[src/rtl/note_uart_tx.sv]
// note_uart_tx: turns every change on the one-hot note bus into a byte event,
// buffers events in a small FIFO and sends them 8N1 on uart_txd.
module note_uart_tx #(
  parameter int CLK_HZ     = 100_000_000,
  parameter int BAUD       = 9600,
  parameter int FIFO_DEPTH = 16
) (
  input  logic       clk,
  input  logic       rst,
  input  logic [9:0] note,
  input  logic       enable,
  output logic       uart_txd,
  output logic       busy,
  output logic       overflow
);

  localparam int CPB = CLK_HZ / BAUD;
  localparam int AW  = $clog2(FIFO_DEPTH);
  localparam int CW  = $clog2(CPB);
  localparam logic [CW-1:0] CPB_M1 = CW'(CPB - 1);
  localparam logic [AW:0]   FULL   = (AW+1)'(FIFO_DEPTH);

  typedef enum logic [1:0] {
    IDLE,
    START,
    DATA,
    STOP
  } state_t;

  logic [9:0]    note_q;
  logic [7:0]    last_byte;
  logic [7:0]    enc;
  logic [2:0]    idx;
  logic [1:0]    pitch;

  logic [7:0]    mem [FIFO_DEPTH];
  logic [AW-1:0] head;
  logic [AW-1:0] tail;
  logic [AW:0]   count;
  logic [AW:0]   cnt_n;

  logic          push;
  logic          pop;
  logic          full;
  logic          accept;

  state_t        state;
  logic [CW-1:0] baud;
  logic [2:0]    bitn;
  logic [7:0]    shreg;
  logic          bit_end;

  // lowest note bit wins for idx, highest octave bit wins for pitch
  always_comb begin
    idx = 3'd0;
    for (int i = 6; i >= 0; i--) begin
      if (note_q[i]) idx = 3'(i + 1);
    end
    if (note_q[9])      pitch = 2'b11;
    else if (note_q[8]) pitch = 2'b10;
    else if (note_q[7]) pitch = 2'b01;
    else                pitch = 2'b00;
    if (idx == 3'd0) enc = 8'h00;
    else             enc = {1'b1, pitch, 2'b00, idx};
  end

  assign bit_end = (baud == CPB_M1);
  assign push    = enable && (enc != last_byte);
  assign full    = (count == FULL);
  // a frame may start from IDLE or straight out of the last stop-bit cycle
  assign pop     = (count != '0) &&
                   ((state == IDLE) || ((state == STOP) && bit_end));
  assign accept  = push && (!full || pop);

  always_comb begin
    cnt_n = count;
    if (accept && !pop)      cnt_n = count + 1'b1;
    else if (!accept && pop) cnt_n = count - 1'b1;
  end

  always_ff @(posedge clk) begin
    if (rst) begin
      note_q    <= '0;
      last_byte <= '0;
      head      <= '0;
      tail      <= '0;
      count     <= '0;
      overflow  <= 1'b0;
    end else begin
      note_q <= note;
      count  <= cnt_n;
      if (push) last_byte <= enc;
      if (push && !accept) overflow <= 1'b1;
      if (accept) begin
        mem[tail] <= enc;
        tail      <= tail + 1'b1;
      end
      if (pop) head <= head + 1'b1;
    end
  end

  always_ff @(posedge clk) begin
    if (rst) begin
      state    <= IDLE;
      baud     <= '0;
      bitn     <= '0;
      shreg    <= '0;
      uart_txd <= 1'b1;
      busy     <= 1'b0;
    end else begin
      busy <= (cnt_n != '0) || (state != IDLE) || pop;
      unique case (state)
        IDLE: begin
          uart_txd <= 1'b1;
          if (pop) begin
            shreg <= mem[head];
            baud  <= '0;
            state <= START;
          end
        end
        START: begin
          uart_txd <= 1'b0;
          if (bit_end) begin
            baud  <= '0;
            bitn  <= '0;
            state <= DATA;
          end else begin
            baud <= baud + 1'b1;
          end
        end
        DATA: begin
          uart_txd <= shreg[0];
          if (bit_end) begin
            baud  <= '0;
            shreg <= shreg >> 1;
            if (bitn == 3'd7) state <= STOP;
            else              bitn  <= bitn + 1'b1;
          end else begin
            baud <= baud + 1'b1;
          end
        end
        STOP: begin
          uart_txd <= 1'b1;
          if (bit_end) begin
            baud <= '0;
            if (pop) begin
              shreg <= mem[head];
              state <= START;
            end else begin
              state <= IDLE;
            end
          end else begin
            baud <= baud + 1'b1;
          end
        end
        default: state <= IDLE;
      endcase
    end
  end

endmodule

[config.mk]
export PLATFORM = sky130hd
export DESIGN_NAME = note_uart_tx
export DESIGN_NICKNAME = d
export VERILOG_FILES = /design/src/rtl/note_uart_tx.sv
export SDC_FILE = /design/constraint.sdc
export NUM_CORES = 1
export LEC_CHECK = 0
export ABC_AREA = 1
export CORE_ASPECT_RATIO = 0.9
export CORE_MARGIN = 2
export CORE_UTILIZATION = 40
export CTS_CLUSTER_DIAMETER = 30
export DETAILED_ROUTE_END_ITERATION = 6
export SYNTH_ARGS = -nofsm -noshare
export SYNTH_HDL_FRONTEND = slang
export SYNTH_SLANG_ARGS = --single-unit
export TNS_END_PERCENT = 20
[constraint.sdc]
create_clock -name clk -period 2.3 [get_ports clk]
set_clock_uncertainty 0.15 [all_clocks]
set_input_delay 0.575 -clock clk [delete_from_list [all_inputs] [get_ports clk]]
set_output_delay 0.575 -clock clk [all_outputs]
set_load 0.005 [all_outputs]
==> results of run 1 <==
layer usage:
metal / up-vias / part of all wire, % / track usage (%) / wire, um
met1: 2521 / 44 / 24.88 / 7263
li1: 2622 / - / - / -
met3: 32 / 5.7 / 3.945 / 936
met2: 169 / 48 / 29.61 / 7831
met5: - / 0 / 0 / 0
met4: 0 / 2.3 / 8.736 / 382
kinds of logic after synthesis:
group | Yosys count | synth area share, %
buf+inv | 101 | 5.634
fa+ha+maj | 15 | 2.709
compound gates | 160 | 13.65
simple gates | 264 | 17.57
xor+xnor | 5 | 0.6321
flops | 159 | 59.80
repair_timing:
action | 4_1_cts | 5_1_grt
setup buffers | 0 | 13
endpoints found under the setup margin | 98 | 120
hold buffers | 0 | 0
pin swaps | 2 | 19
gates resized for setup | 12 | 54
endpoints found under the hold margin | 0 | 0
synthesized netlist by cell type, drive strengths merged:
| cell type | count | area [um^2] |
|---|---|---|
| nor2 | 106 | 424.2 |
| edfxtp | 96 | 2883 |
| nand2 | 94 | 377.9 |
| o21ai | 77 | 392.9 |
| inv | 75 | 284.0 |
| dfxtp | 63 | 1261 |
| a21oi | 43 | 219.0 |
| nand3 | 35 | 210.2 |
| o221ai | 23 | 201.4 |
| clkbuf | 22 | 82.58 |
| ha | 15 | 187.7 |
| nor3 | 15 | 97.59 |
| nand4 | 6 | 52.55 |
| a211oi | 4 | 30.03 |
| nand3b | 4 | 30.03 |
| a221oi | 3 | 26.28 |
| buf | 3 | 20.01 |
| xor2 | 3 | 26.28 |
| nor4 | 2 | 12.51 |
| o22ai | 2 | 12.51 |
| o31ai | 2 | 15.01 |
| xnor2 | 2 | 17.52 |
| a31o | 1 | 8.760 |
| a31oi | 1 | 6.260 |
| and3 | 1 | 6.260 |
| clkinv | 1 | 3.750 |
| o211a | 1 | 10.01 |
| o211ai | 1 | 7.510 |
| o21a | 1 | 7.510 |
| o311ai | 1 | 8.760 |
| or2 | 1 | 6.260 |
power by group through the flow:
stage / clock [mW] / sequential, mW / combinational [mW]
CTS: 3.05 / 3.36 / 2.74
global route: 3.16 / 3.40 / 3.32
floorplan: 0 / 3.40 / 1.77
finish: 3.01 / 3.37 / 2.96
global placement: 0 / 3.41 / 2.66
detailed placement: 0 / 3.42 / 2.70
critical path, stage by stage (launching register included):
cell and delay, ns:
dfxtp_2 0.33, nor2_4 0.10, nand3_1 0.13, nand2_4 0.12, nand3_4 0.13, nand2_4 0.10, nand2_2 0.05, nand2_2 0.06
inv_2 0.04, nand3_4 0.07, nand3_4 0.10, nor2_4 0.19, nand2_2 0.13, nor2_1 0.12, buf_4 0.18
path summary, 6_finish.rpt:
path | from | slack [ns] | cells after the start | end
min | bitn[1] | 0.31 | 2 | bitn[1]
max | note_q[4] | -0.002 | 14 | mem[6][6]
min reg2reg | bitn[1] | 0.31 | 2 | bitn[1]
max reg2reg | note_q[4] | -0.002 | 14 | mem[6][6]
state kept, by name (all words and copies together), names as in the netlist, named ones only:
register	flops
busy	1
note_q	10
head	4
baud	14
bitn	3
shreg	8
mem	96
count	5
tail	4
state	2
uart_txd	1
last_byte	6
overflow	1
cell type report:
type	instances	area [um^2]	area share, %
Multi-Input combinational cell	444	2580	29.49
Clock buffer	19	452.9	5.177
Timing Repair Buffer	97	824.5	9.424
Clock inverter	13	186.4	2.131
Inverter	76	291.5	3.332
Tap cell	211	264.0	3.017
Sequential cell	159	4150	47.43
stage by stage:
step,util (%),setup slack [ns],power (mW)
after floorplan,-,-0.1632,5.170
after global placement,46.08,-0.1375,6.072
after detailed placement,46.08,-0.1628,6.126
after CTS,50.17,0.001820,9.150
after global routing,51.80,-0.1817,9.869
final,51.80,-0.002392,9.337
==> metrics.csv, run 1 <==
stage,metric,value,unit
outcome,run_status,"complete, but fails checks",
outcome,failed_checks,setup timing,
synth,yosysSeqAreaShare,59.80,%
job,cap_violations,0,
synth,syn_avg_cell_area,9.843,um^2
routing,viasPerCell,5.244,
timing,final.setup.tns,-0.008067,ns
timing,slew_headroom,55.03,%
global_route,first_global_vias,5210,
timing,report.final.slew_viol_count,0,
pwr,combPwrFrac,31.7,%
timing,fmax,434.3,MHz
setup_path,crit_type,flop to flop,
floorplan,ioPinCount,16,
clock_network,clock_sinks,159,
clock_network,cts_made_buffers,17,
setup_path,crit_required,2.29,ns
clock_network,clk_pin_slew,0.06,ns
min_path,holdCritPathClass,flop to flop,
routing,vias,5344,
layout,most-common-layout-cells,"edfxtp_1 (96), nor2_1 (89), nand2_1 (75)",
timing,rsz0062_at_grt,true,
timing,fin_ws,-0.002392,ns
routing,wl,16410,um
pwr,leakage,3.324,nW
synth,yosysUniqueCellTypes,46,
layout,fin_cells,1019,
global_route,grt_use_total,18.74,%
synth,ys_warn_count,0,
global_route,grt_first_pass_wirelength,26210,um
routing,drcViolationCount,0,
layout,fin_nets,823,
timing,fin_crit_sh,100.1,%
setup_path,end_kind,flop,
synth,ys_seq_elements,159,
global_route,antenna_found_initial,0,
floorplan,start_util,41.02,%
placement,hpwl,10910,um
setup_path,crit_fanout,7,
timing,worst_slew_pin_slew,0.6738,ns
layout,fin_area,8750,um^2
routing,drt_iter0_markers,581,
synth,synth_fp_nets,732,
setup_path,arrival,2.29,ns
setup_path,crit_path_start_kind,flop,
layout,diodes,0,
floorplan,rows,45,
clock_network,cts_tree,built,
timing,min_period,2.302,ns
pwr,p_seq_share,36.1,%
timing,holdWs,0.3104,ns
placement,post-place-cells,974,
floorplan,die_area,18390,um^2
placement,gp_congestion,0.8815,
routing,first_pass_iters,5,
global_route,grt_max_degree,49,
pwr,power.switching,3.121,mW
floorplan,fp.dieH,128.9,um
layout,final_common_cell,edfxtp_1,
layout,drive_above_1_share,22.52,%
synth,syn-cell-area,6929,um^2
clock_network,htree_levels,4,
pwr,p_int,6.216,mW
placement,dpl_cell_area,7784,um^2
floorplan,die_x,142.7,um
synth,synthCells,704,
timing,finalSetupViolCount,4,
timing,hold_violations,0,
pwr,vdd_drop_max,0.6517,mV
pwr,power_frac_clock,32.2,%
layout,fill_cells,1459,
floorplan,coreArea,16890,um^2
clock_network,clk_latency,0.43,ns
routing,wl_per_cell,16.11,um
placement,portBuffers,15,
routing,ant_nets,0,
pwr,power_density,1067,nW/um^2
layout,area_growth,26.27,%
clock_network,clock_path_buffers,2,
global_route,overflow,0,
clock_network,root_buffer,clkbuf_16,
pwr,p_sw_share,33.43,%
(Power assumes the default switching activity.)
==> inputs of run 2 (changes only) <==
ABC_AREA = 0   (was 1)
CTS_CLUSTER_DIAMETER = default   (was 30)
==> run 2 against run 1 <==
  * The run still ends with setup timing left
  * Power decreased by 0.42%
  * Largest power group unchanged
  * Cell count down 20%
  * Via count fell by 20%
  * Non-clock buffer count shrank 11
==> metrics.csv, run 2 <==
stage,metric,value,unit,change
outcome,run_status,"complete, but fails checks",,
outcome,failed_checks,setup timing,,
routing,wl_per_cell,18.14,um,+13%
setup_path,crit_path_start_kind,flop,,
clock_network,root_buffer,clkbuf_16,,
timing,min_period,2.675,ns,+0.3731 ns
timing,finalSetupViolCount,117,,+113
routing,met3_length,640,um,-32%
timing,fin_ws,-0.3754,ns,-0.3731 ns
synth,ys_warn_count,0,,unchanged
layout,fin_area,8598,um^2,-1.7%
setup_path,critPathSlowestCell,or4_4,,
floorplan,rows,45,,unchanged
setup_path,path_cells,"or4b_4, nor4_4, a21oi_2, nand4_1, buf_4, inv_2, or4_4, nor2_4",,
layout,largest-register,mem,,
floorplan,die_area,18050,um^2,-1.9%
synth,synth_ff_type,edfxtp_1,,
timing,worst_slew_pin_slew,1.003,ns,+0.3291 ns
layout,area_growth,26.56,%,
clock_network,clock_sinks,159,,unchanged
min_path,holdCritPathClass,primary input to flop,,
timing,slew_headroom,33.14,%,-22 points
setup_path,crit_type,flop to flop,,
floorplan,start_util,40.63,%,-0.39 points
routing,drcViolationCount,0,,unchanged
global_route,grt_use_total,17.27,%,-1.5 points
global_route,first_global_vias,4277,,-18%
synth,yosysSeqAreaShare,60.99,%,+1.2 points
routing,met2_length,7378,um,-5.8%
synth,ys_seq_elements,159,,unchanged
timing,hold_violations,0,,unchanged
routing,top_layer_used,met4,,
synth,synthCells,506,,-28%
placement,dpl_cell_area,7665,um^2,-1.5%
pwr,power_density,1081,nW/um^2,+1.3%
synth,synth_area_leaders,"edfxtp_1 (42%), dfxtp_1 (19%), mux4_2 (9.9%), nor2_1 (4.4%), ha_1 (2.8%)",,
placement,hpwl,9797,um,-10%
clock_network,clk_pin_slew,0.06,ns,about the same
global_route,antenna_found_initial,0,,unchanged
floorplan,coreArea,16720,um^2,-1.0%
job,cap_violations,0,,unchanged
routing,first_pass_iters,6,,+1
layout,diodes,0,,unchanged
synth,synth_top_area_share,42.43,%,+0.83 points
global_route,grt_first_pass_wirelength,23080,um,-12%
setup_path,end_kind,flop,,
clock_network,cts_tree,built,,
global_route,overflow,0,,unchanged
placement,post-place-cells,767,,-21%
synth,synth_top_area_cell,edfxtp_1,,
global_route,grt_max_degree,61,,+24%
routing,ant_nets,0,,unchanged
routing,wl,14730,um,-10%
timing,final.setup.tns,-26.34,ns,-26.33 ns
setup_path,slowest_delay,0.56,ns,+0.23 ns
clock_network,clk_latency,0.43,ns,about the same
setup_path,arrival,2.65,ns,+0.36 ns
layout,largest_reg_flops,96,,unchanged
layout,fin_cells,812,,-20%
clock_network,cts_made_buffers,17,,unchanged
synth,syn-cell-area,6794,um^2,-2.0%
layout,final_common_cell,edfxtp_1,,
synth,ys_top_cells_by_count,"edfxtp_1 (96), nor2_1 (79), dfxtp_1 (63), mux4_2 (30), a21oi_1 (24)",,
timing,report.final.slew_viol_count,0,,unchanged
pwr,vdd_drop_max,0.5722,mV,-12%
placement,gp_congestion,0.7871,,-11%
floorplan,ioPinCount,16,,unchanged
timing,rsz0062_at_grt,true,,
synth,yosysUniqueCellTypes,58,,+26%
routing,viasPerCell,5.294,,+0.95%
timing,holdWs,0.2675,ns,-0.04287 ns
setup_path,crit_required,2.27,ns,-0.02 ns
layout,drive_above_1_share,31.61,%,+9.1 points
layout,most-common-layout-cells,"edfxtp_1 (96), nor2_1 (63), buf_4 (61)",,
synth,synth_edf_count,96,,unchanged
layout,fill_cells,1386,,-5.0%
synth,synth_fp_nets,534,,-27%
timing,fin_crit_sh,116.3,%,+16 points
clock_network,clock_path_buffers,2,,unchanged
floorplan,die_x,141.4,um,-0.95%
timing,fmax,373.8,MHz,-14%
layout,reg.largest.list,"mem x96, baud x14, note_q x10",,
clock_network,htree_levels,4,,unchanged
routing,drt_iter0_markers,302,,-48%
layout,fin_nets,616,,-25%
routing,wl_met1,6429,um,-11%
synth,synthMostInstantiatedCell,edfxtp_1,,
floorplan,fp.dieH,127.6,um,-0.95%
synth,synthArstFlopShare,0,%,unchanged
routing,vias,4299,,-20%
pwr,leakage,3.033,nW,-8.8%
setup_path,crit_fanout,6,,-1
synth,syn_avg_cell_area,13.43,um^2,+36%
placement,portBuffers,15,,unchanged
-- run 2: changes by cell type after synthesis, sizes merged, moves of 23 or more --
| cell | previous run | this run |
|---|---|---|
| inv | 75 | 12 |
| mux4 | 0 | 30 |
| nand2 | 94 | 16 |
| nand3 | 35 | 5 |
| nor2 | 106 | 80 |
| o21ai | 77 | 18 |
| o221ai | 23 | 0 |
-- run 2: layer usage --
layer,vias to the layer above,global-route usage (%)
met4,0,6.706
met3,24,4.310
met1,2127,21.99
met5,-,0
li1,2044,-
met2,104,28.64
-- run 2: logic make-up (layout without fill, tap and decap cells) --
| kind of cell | Yosys count | after routing | share of synthesized area [%] |
|---|---|---|---|
| muxes | 45 | 45 | 12.17 |
| AOI/OAI and AO/OA | 71 | 71 | 6.851 |
| xor gates and xnor gates | 12 | 12 | 1.547 |
| buffers and inverters | 35 | 130 | 2.247 |
| and+or+nand+nor | 169 | 169 | 13.43 |
| DFF | 159 | 159 | 60.99 |
| adders and majority gates | 15 | 15 | 2.762 |
-- run 2: worst paths after layout --
kind                                   to     start  cells past startpoint  slack (ns)
worst min-delay path              tail[3]       rst                      2        0.27
worst max register to register  mem[1][6]  baud[12]                      8       -0.38
worst min register to register   shreg[7]  shreg[7]                      2        0.31
worst max-delay path            mem[1][6]  baud[12]                      8       -0.38
-- run 2: worst max-delay path, delay by kind of cell (launching register included) --
family	cells	cell delay, ns
flops	1	0.32
buf+inv	2	0.16
compound gates	1	0.11
simple gates	5	1.62
-- run 2: cell type report --
type	count	area (um^2)	area share, %
sequential	159	4151	48.28
multi-input combinational	312	2725	31.69
timing repair buffer	86	750.7	8.731
clock buffer	22	454.2	5.282
tap	211	264.0	3.070
clock inverter	10	207.7	2.416
inverter	12	45.04	0.5239
-- run 2: report_power, final --
part,total [mW],switching [mW],internal (mW)
clock network,3.14,1.07,2.07
logic,2.81,1.50,1.31
registers,3.35,0.127,3.22
-- run 2: repair_timing --
item,CTS,global route
endpoints found under the setup margin,121,131
pin swaps,13,17
hold buffers,0,0
setup buffers,5,8
resized for setup,19,24
-- run 2: metrics by stage --
| stage | util [%] | setup WS [ns] | power, mW |
|---|---|---|---|
| 2_1_floorplan | - | -0.4109 | 5.239 |
| 3_3_place_gp | 45.84 | -0.4666 | 6.050 |
| 3_5_place_dp | 45.84 | -0.4886 | 6.119 |
| 4_1_cts | 50.45 | -0.4016 | 9.317 |
| 5_1_grt | 51.42 | -0.4735 | 9.755 |
| 6_report | 51.42 | -0.3754 | 9.298 |
